## src/rtl/xrisc_mmio_uart_tx.sv

```systemverilog
// xrisc_mmio_uart_tx: store-fed byte FIFO and 8N1 serializer on the core data bus.
// Define XRISC_UART_PARITY_EN to insert an even-parity bit between data and stop.
module xrisc_mmio_uart_tx #(
  parameter logic [31:0] BASE_ADDR    = 32'h0000_0100,
  parameter int          CLKS_PER_BIT = 4,
  parameter int          FIFO_DEPTH   = 8
) (
  input  logic        clk,
  input  logic        reset,
  input  logic        MemWrite,
  input  logic [31:0] DataAdr,
  input  logic [31:0] WriteData,
  output logic        Hit,
  output logic [31:0] ReadData,
  output logic        tx,
  output logic        irq_empty
);

  localparam int AW = (FIFO_DEPTH > 1) ? $clog2(FIFO_DEPTH) : 1;
  localparam int NW = AW + 1;
  localparam int CW = (CLKS_PER_BIT > 1) ? $clog2(CLKS_PER_BIT) : 1;
  localparam logic [NW-1:0] DEPTH    = NW'(FIFO_DEPTH);
  localparam logic [CW-1:0] CYC_LAST = CW'(CLKS_PER_BIT - 1);
  localparam logic [31:0]   STAT_ADR = BASE_ADDR + 32'd4;

`ifdef XRISC_UART_PARITY_EN
  localparam logic PAR_FLAG = 1'b1;
  typedef enum logic [2:0] {
    S_IDLE, S_START, S_DATA, S_PAR, S_STOP
  } state_t;
`else
  localparam logic PAR_FLAG = 1'b0;
  typedef enum logic [2:0] {
    S_IDLE, S_START, S_DATA, S_STOP
  } state_t;
`endif

  state_t        state_q, state_d;
  logic [CW-1:0] cyc_q, cyc_d;
  logic [2:0]    bit_q, bit_d;
  logic [7:0]    sh_q, sh_d;
  logic          tx_q, tx_d;
  logic          irq_q, irq_d;
  logic          ovf_q, ovf_d;
  logic [AW-1:0] wr_ptr_q, wr_ptr_d;
  logic [AW-1:0] rd_ptr_q, rd_ptr_d;
  logic [NW-1:0] cnt_q, cnt_d;
  logic [7:0]    mem_q [FIFO_DEPTH];
`ifdef XRISC_UART_PARITY_EN
  logic          par_q, par_d;
`endif

  logic push_req;
  logic clr_req;
  logic full;
  logic busy;
  logic pop;
  logic push_ok;
  logic last;
  logic unused_wdata;

  assign push_req = MemWrite && (DataAdr == BASE_ADDR);
  assign clr_req  = MemWrite && (DataAdr == STAT_ADR)
                    && WriteData[2];
  assign full     = (cnt_q == DEPTH);
  assign busy     = (state_q != S_IDLE) || (cnt_q != '0);
  // The serializer only drains in IDLE, and only bytes already counted.
  assign pop      = (state_q == S_IDLE) && (cnt_q != '0);
  // A pop on the same edge frees the slot a full FIFO needs.
  assign push_ok  = push_req && (!full || pop);
  assign last     = (cyc_q == CYC_LAST);

  assign unused_wdata = ^WriteData[31:8];

  assign Hit      = (DataAdr[31:3] == BASE_ADDR[31:3]);
  assign ReadData = (DataAdr == STAT_ADR)
                    ? {28'b0, PAR_FLAG, ovf_q, full, busy}
                    : 32'b0;
  assign tx        = tx_q;
  assign irq_empty = irq_q;

  // FIFO pointer, occupancy and sticky overflow next-state.
  always_comb begin
    wr_ptr_d = wr_ptr_q;
    rd_ptr_d = rd_ptr_q;
    cnt_d    = cnt_q;
    ovf_d    = ovf_q;
    if (push_ok) wr_ptr_d = wr_ptr_q + 1'b1;
    if (pop)     rd_ptr_d = rd_ptr_q + 1'b1;
    unique case ({push_ok, pop})
      2'b10:   cnt_d = cnt_q + 1'b1;
      2'b01:   cnt_d = cnt_q - 1'b1;
      default: cnt_d = cnt_q;
    endcase
    if (clr_req)
      ovf_d = 1'b0;
    else if (push_req && !push_ok)
      ovf_d = 1'b1;
  end

  // Serializer next-state: each slot lasts CLKS_PER_BIT cycles.
  always_comb begin
    state_d = state_q;
    cyc_d   = cyc_q;
    bit_d   = bit_q;
    sh_d    = sh_q;
    tx_d    = tx_q;
`ifdef XRISC_UART_PARITY_EN
    par_d   = par_q;
`endif
    unique case (state_q)
      S_IDLE: begin
        if (pop) begin
          sh_d    = mem_q[rd_ptr_q];
`ifdef XRISC_UART_PARITY_EN
          par_d   = ^mem_q[rd_ptr_q];
`endif
          tx_d    = 1'b0;
          cyc_d   = '0;
          state_d = S_START;
        end else begin
          tx_d    = 1'b1;
        end
      end
      S_START: begin
        if (last) begin
          tx_d    = sh_q[0];
          bit_d   = 3'd0;
          cyc_d   = '0;
          state_d = S_DATA;
        end else begin
          cyc_d   = cyc_q + 1'b1;
        end
      end
      S_DATA: begin
        if (last) begin
          cyc_d = '0;
          if (bit_q == 3'd7) begin
`ifdef XRISC_UART_PARITY_EN
            tx_d    = par_q;
            state_d = S_PAR;
`else
            tx_d    = 1'b1;
            state_d = S_STOP;
`endif
          end else begin
            bit_d = bit_q + 3'd1;
            sh_d  = {1'b0, sh_q[7:1]};
            tx_d  = sh_q[1];
          end
        end else begin
          cyc_d = cyc_q + 1'b1;
        end
      end
`ifdef XRISC_UART_PARITY_EN
      S_PAR: begin
        if (last) begin
          tx_d    = 1'b1;
          cyc_d   = '0;
          state_d = S_STOP;
        end else begin
          cyc_d   = cyc_q + 1'b1;
        end
      end
`endif
      S_STOP: begin
        if (last) begin
          cyc_d   = '0;
          state_d = S_IDLE;
        end else begin
          cyc_d   = cyc_q + 1'b1;
        end
      end
      default: begin
        tx_d    = 1'b1;
        cyc_d   = '0;
        state_d = S_IDLE;
      end
    endcase
  end

  // Interrupt tracks "nothing left to send" as of the coming edge.
  always_comb begin
    irq_d = (state_d == S_IDLE) && (cnt_d == '0);
  end

  // FIFO storage needs no reset; the pointers define validity.
  always_ff @(posedge clk) begin
    if (push_ok) mem_q[wr_ptr_q] <= WriteData[7:0];
  end

  // Control state register; reset aborts any frame in flight.
  always_ff @(posedge clk) begin
    if (reset) begin
      state_q  <= S_IDLE;
      cyc_q    <= '0;
      bit_q    <= 3'd0;
      sh_q     <= 8'd0;
      tx_q     <= 1'b1;
      irq_q    <= 1'b1;
      ovf_q    <= 1'b0;
      wr_ptr_q <= '0;
      rd_ptr_q <= '0;
      cnt_q    <= '0;
`ifdef XRISC_UART_PARITY_EN
      par_q    <= 1'b0;
`endif
    end else begin
      state_q  <= state_d;
      cyc_q    <= cyc_d;
      bit_q    <= bit_d;
      sh_q     <= sh_d;
      tx_q     <= tx_d;
      irq_q    <= irq_d;
      ovf_q    <= ovf_d;
      wr_ptr_q <= wr_ptr_d;
      rd_ptr_q <= rd_ptr_d;
      cnt_q    <= cnt_d;
`ifdef XRISC_UART_PARITY_EN
      par_q    <= par_d;
`endif
    end
  end

endmodule
```

## config.mk

```make
export PLATFORM = sky130hd
export DESIGN_NAME = xrisc_mmio_uart_tx
export DESIGN_NICKNAME = d
export VERILOG_FILES = /design/src/rtl/xrisc_mmio_uart_tx.sv
export SDC_FILE = /design/constraint.sdc
export NUM_CORES = 1
export LEC_CHECK = 0
export CAP_MARGIN = 20
export CORE_UTILIZATION = 45
export CTS_CLUSTER_SIZE = 30
export DETAILED_ROUTE_END_ITERATION = 10
export HOLD_SLACK_MARGIN = 0.02
export PLACE_DENSITY = 0.84
export SLEW_MARGIN = 15
export SYNTH_ARGS = -nofsm -noshare
export SYNTH_HDL_FRONTEND = slang
export SYNTH_SLANG_ARGS = --single-unit
```

## constraint.sdc

```tcl
create_clock -name clk -period 3.66 [get_ports clk]
set_input_delay 1.098 -clock clk [delete_from_list [all_inputs] [get_ports clk]]
set_output_delay 1.098 -clock clk [all_outputs]
set_load 0.1 [all_outputs]
```

==> impl_metrics.ini <==
[run_status]
outcome = completed

[clocking]
holdBufCountCts = 0
h-tree-depth = 3
cts_root_buffer = clkbuf_8
clk_pin_slew_ns = 0.09
clkSinkCount = 96
clock_latency_ns = 0.37
cts_tree = yes
clockBufferDepth = 2
numCtsBuffers = 9

[sta]
holdWs_ns = 0.4631
setup_viol_count_final = 0
finalCritPeriodShare_pct = 98.15
fmax_mhz = 278.4
slew_headroom_pct = 46.77
finalClockSkew_ns = 0.01795
hold_viol_final = 0
fin_ws_ns = 0.06770
min_period_ns = 3.592
worst_pin_slew_ns = 0.7974
drv_slew = 0

[power]
power_mw = 2.095
ir_drop_v = 0.0004329
powerDensity_nw_per_um2 = 393.3
p_leak_nw = 1.914

[worst_setup_path]
critPathSlowestCell = nor4_4
cp_cell_sequence = dlygate4sd2_1 > nor4_4 > nand4_2 > nor2_4 > nand3_4 > a21oi_4 > buf_12
critPathArrivalTime_ns = 2.49
crit_path_max_fanout = 3
critPathRequiredTime_ns = 2.56
slowest_delay_ns = 0.29
critPathLaunchType = input port
critPathBufInv = 2
path_class = in2out
end_kind = primary output
cpLargestDelayFamily = simple AND/OR/NAND/NOR gates

[synth]
synth_area_leaders = edfxtp_1 (44%), dfxtp_1 (15%), mux4_2 (8.3%), buf_4 (5.2%), mux2i_1 (2.5%)
async_flop_share_pct = 0
yosysTopAreaCell = edfxtp_1
synthCells = 330
netlist_area_um2 = 4353
synth_seq_cells = 96
synthDistinctLibCells = 50
ys.flop_type = edfxtp_1
synth_most_common_cell = edfxtp_1
yosys_warnings = 0
yosys-top-cells-count = edfxtp_1 (64), dfxtp_1 (32), buf_4 (30)
ys_seq_area_share_pct = 58.87
synth_edf_count = 64
postSynthAreaPerCell_um2 = 13.19
yosys.area.top_type_share_pct = 44.15

[placement]
dpl.hpwl_um = 5799
place.gp.congestion = 0.7409
port_buffers = 48
place_ws_ns = -0.2930

[floorplan]
rows = 35
ios = 102
die_w_um = 100.4
start_util_pct = 46.89
die_h_um = 100.4
coreArea_um2 = 9284
die_area_um2 = 10070

[global_route]
track_usage_pct = 17.95
antenna_found_initial = 0
overflow = 0
grt_pass1_wl_um = 13450
first_global_vias = 2675
grt_max_degree = 20

[drt]
ant_nets = 0
wire_per_inst_um = 16.09
dr.pass1.iters = 4
vias = 2745
routed_wirelength_um = 8511
drt_iter0_drc = 104
drc_errors = 0
viasPerCell = 5.189

[run]
cap_violations = 0

[layout]
finalNetCount = 470
area_growth_pct = 22.33
final_layout_size_suffix_gt1_share_pct = 21.00
antenna_cells = 0

[min_path]
hold_class = reg2reg
## sequential cells by signal, summed over array words and instances (netlist names), named ones only
signal	count
wr_ptr_q	3
cnt_q	4
rd_ptr_q	3
sh_q	8
tx	1
ovf_q	1
bit_q	3
state_q	3
cyc_q	2
irq_empty	1
mem_q	64
## logic make-up after synthesis
group	after synthesis	share of synthesized area (%)
AND/OR/NAND/NOR	97	12.88
flip-flops	96	58.87
buffers and inverters	52	7.157
AO/OA/AOI/OAI	40	5.979
multiplexers	29	11.33
adder cells (fa/ha/maj)	8	2.300
XOR/XNOR	7	1.408
other	1	0.08615
## power by group
group | leakage (nW) | switching, mW | internal, mW | total (mW)
clock | 0.112 | 0.402 | 0.338 | 0.740
sequential | 0.833 | 0.00123 | 1.15 | 1.15
combinational | 0.969 | 0.162 | 0.0375 | 0.200
total | 1.91 | 0.565 | 1.53 | 2.09
## layout by cell type (no fill, tap or decap), types with 3 or more instances in the layout
master,netlist,final
a21oi_1,15,14
buf_12,0,4
buf_4,30,21
clkbuf_8,0,9
clkdlybuf4s50_1,0,16
conb_1,1,30
dfxtp_1,32,32
dlygate4sd2_1,0,21
dlymetal6s2s_1,0,5
edfxtp_1,64,64
ha_1,8,8
inv_1,8,8
inv_8,0,4
mux2i_1,11,11
mux4_2,16,16
nand2_1,26,26
nor2_1,25,22
nor2_4,0,3
nor2b_1,3,3
nor3_1,8,7
nor4_1,6,4
nor4_2,3,3
nor4_4,2,4
o211ai_1,7,7
o21ai_0,5,5
or3_1,4,4
xor2_1,5,5
## final cells by class
cell class / instances / area (µm²)
Clock buffer: 9 / 123.9
Clock inverter: 7 / 92.59
Fill cell: 741 / 3959
Inverter: 9 / 33.78
Multi-Input combinational cell: 211 / 1695
Sequential cell: 96 / 2562
Tap cell: 129 / 161.4
Timing Repair Buffer: 68 / 655.6
## path summary, 6_finish.rpt
kind,cells after the start,to,from,slack (ns)
min reg2reg,2,sh_q[2],sh_q[2],0.46
min,2,sh_q[2],sh_q[2],0.46
max reg2reg,12,irq_empty,state_q[0],0.89
max,7,ReadData[0],DataAdr[25],0.07
## timing repair
item | CTS | global route
setup buffers | 2 | 0
resized for setup | 32 | 9
pin swaps | 10 | 8
gates cloned | 0 | 0
setup endpoints to repair | 4 | 5
## layer usage
metal / routed length (µm) / track usage, %
met5: 0 / 0
met2: 4625 / 32.24
met3: 497 / 4.387
met4: 79 / 6.243
met1: 3309 / 20.90
## stage by stage
stage | cell area [µm²] | utilization (%) | TNS [ns] | std cells
floorplan | 4483 | - | -0.6853 | 359
global placement | 5017 | 54.04 | -0.9857 | 511
detailed placement | 5017 | 54.04 | -1.602 | 511
CTS | 5285 | 56.93 | 0 | 529
global route | 5325 | 57.36 | -0.009655 | 529
finish | 5325 | 57.36 | 0 | 529
## worst register-to-register path: stages, from the launching register on
cell	delay, ns
dfxtp_1	0.44
nor3_2	0.43
o2111ai_2	0.20
nor3_4	0.20
inv_2	0.06
ha_1	0.20
xor2_1	0.15
ha_1	0.20
a21oi_1	0.14
mux2i_1	0.23
xor2_1	0.20
a21oi_1	0.09
nor3_1	0.15
No activity file was read; power rests on OpenSTA's default activity.
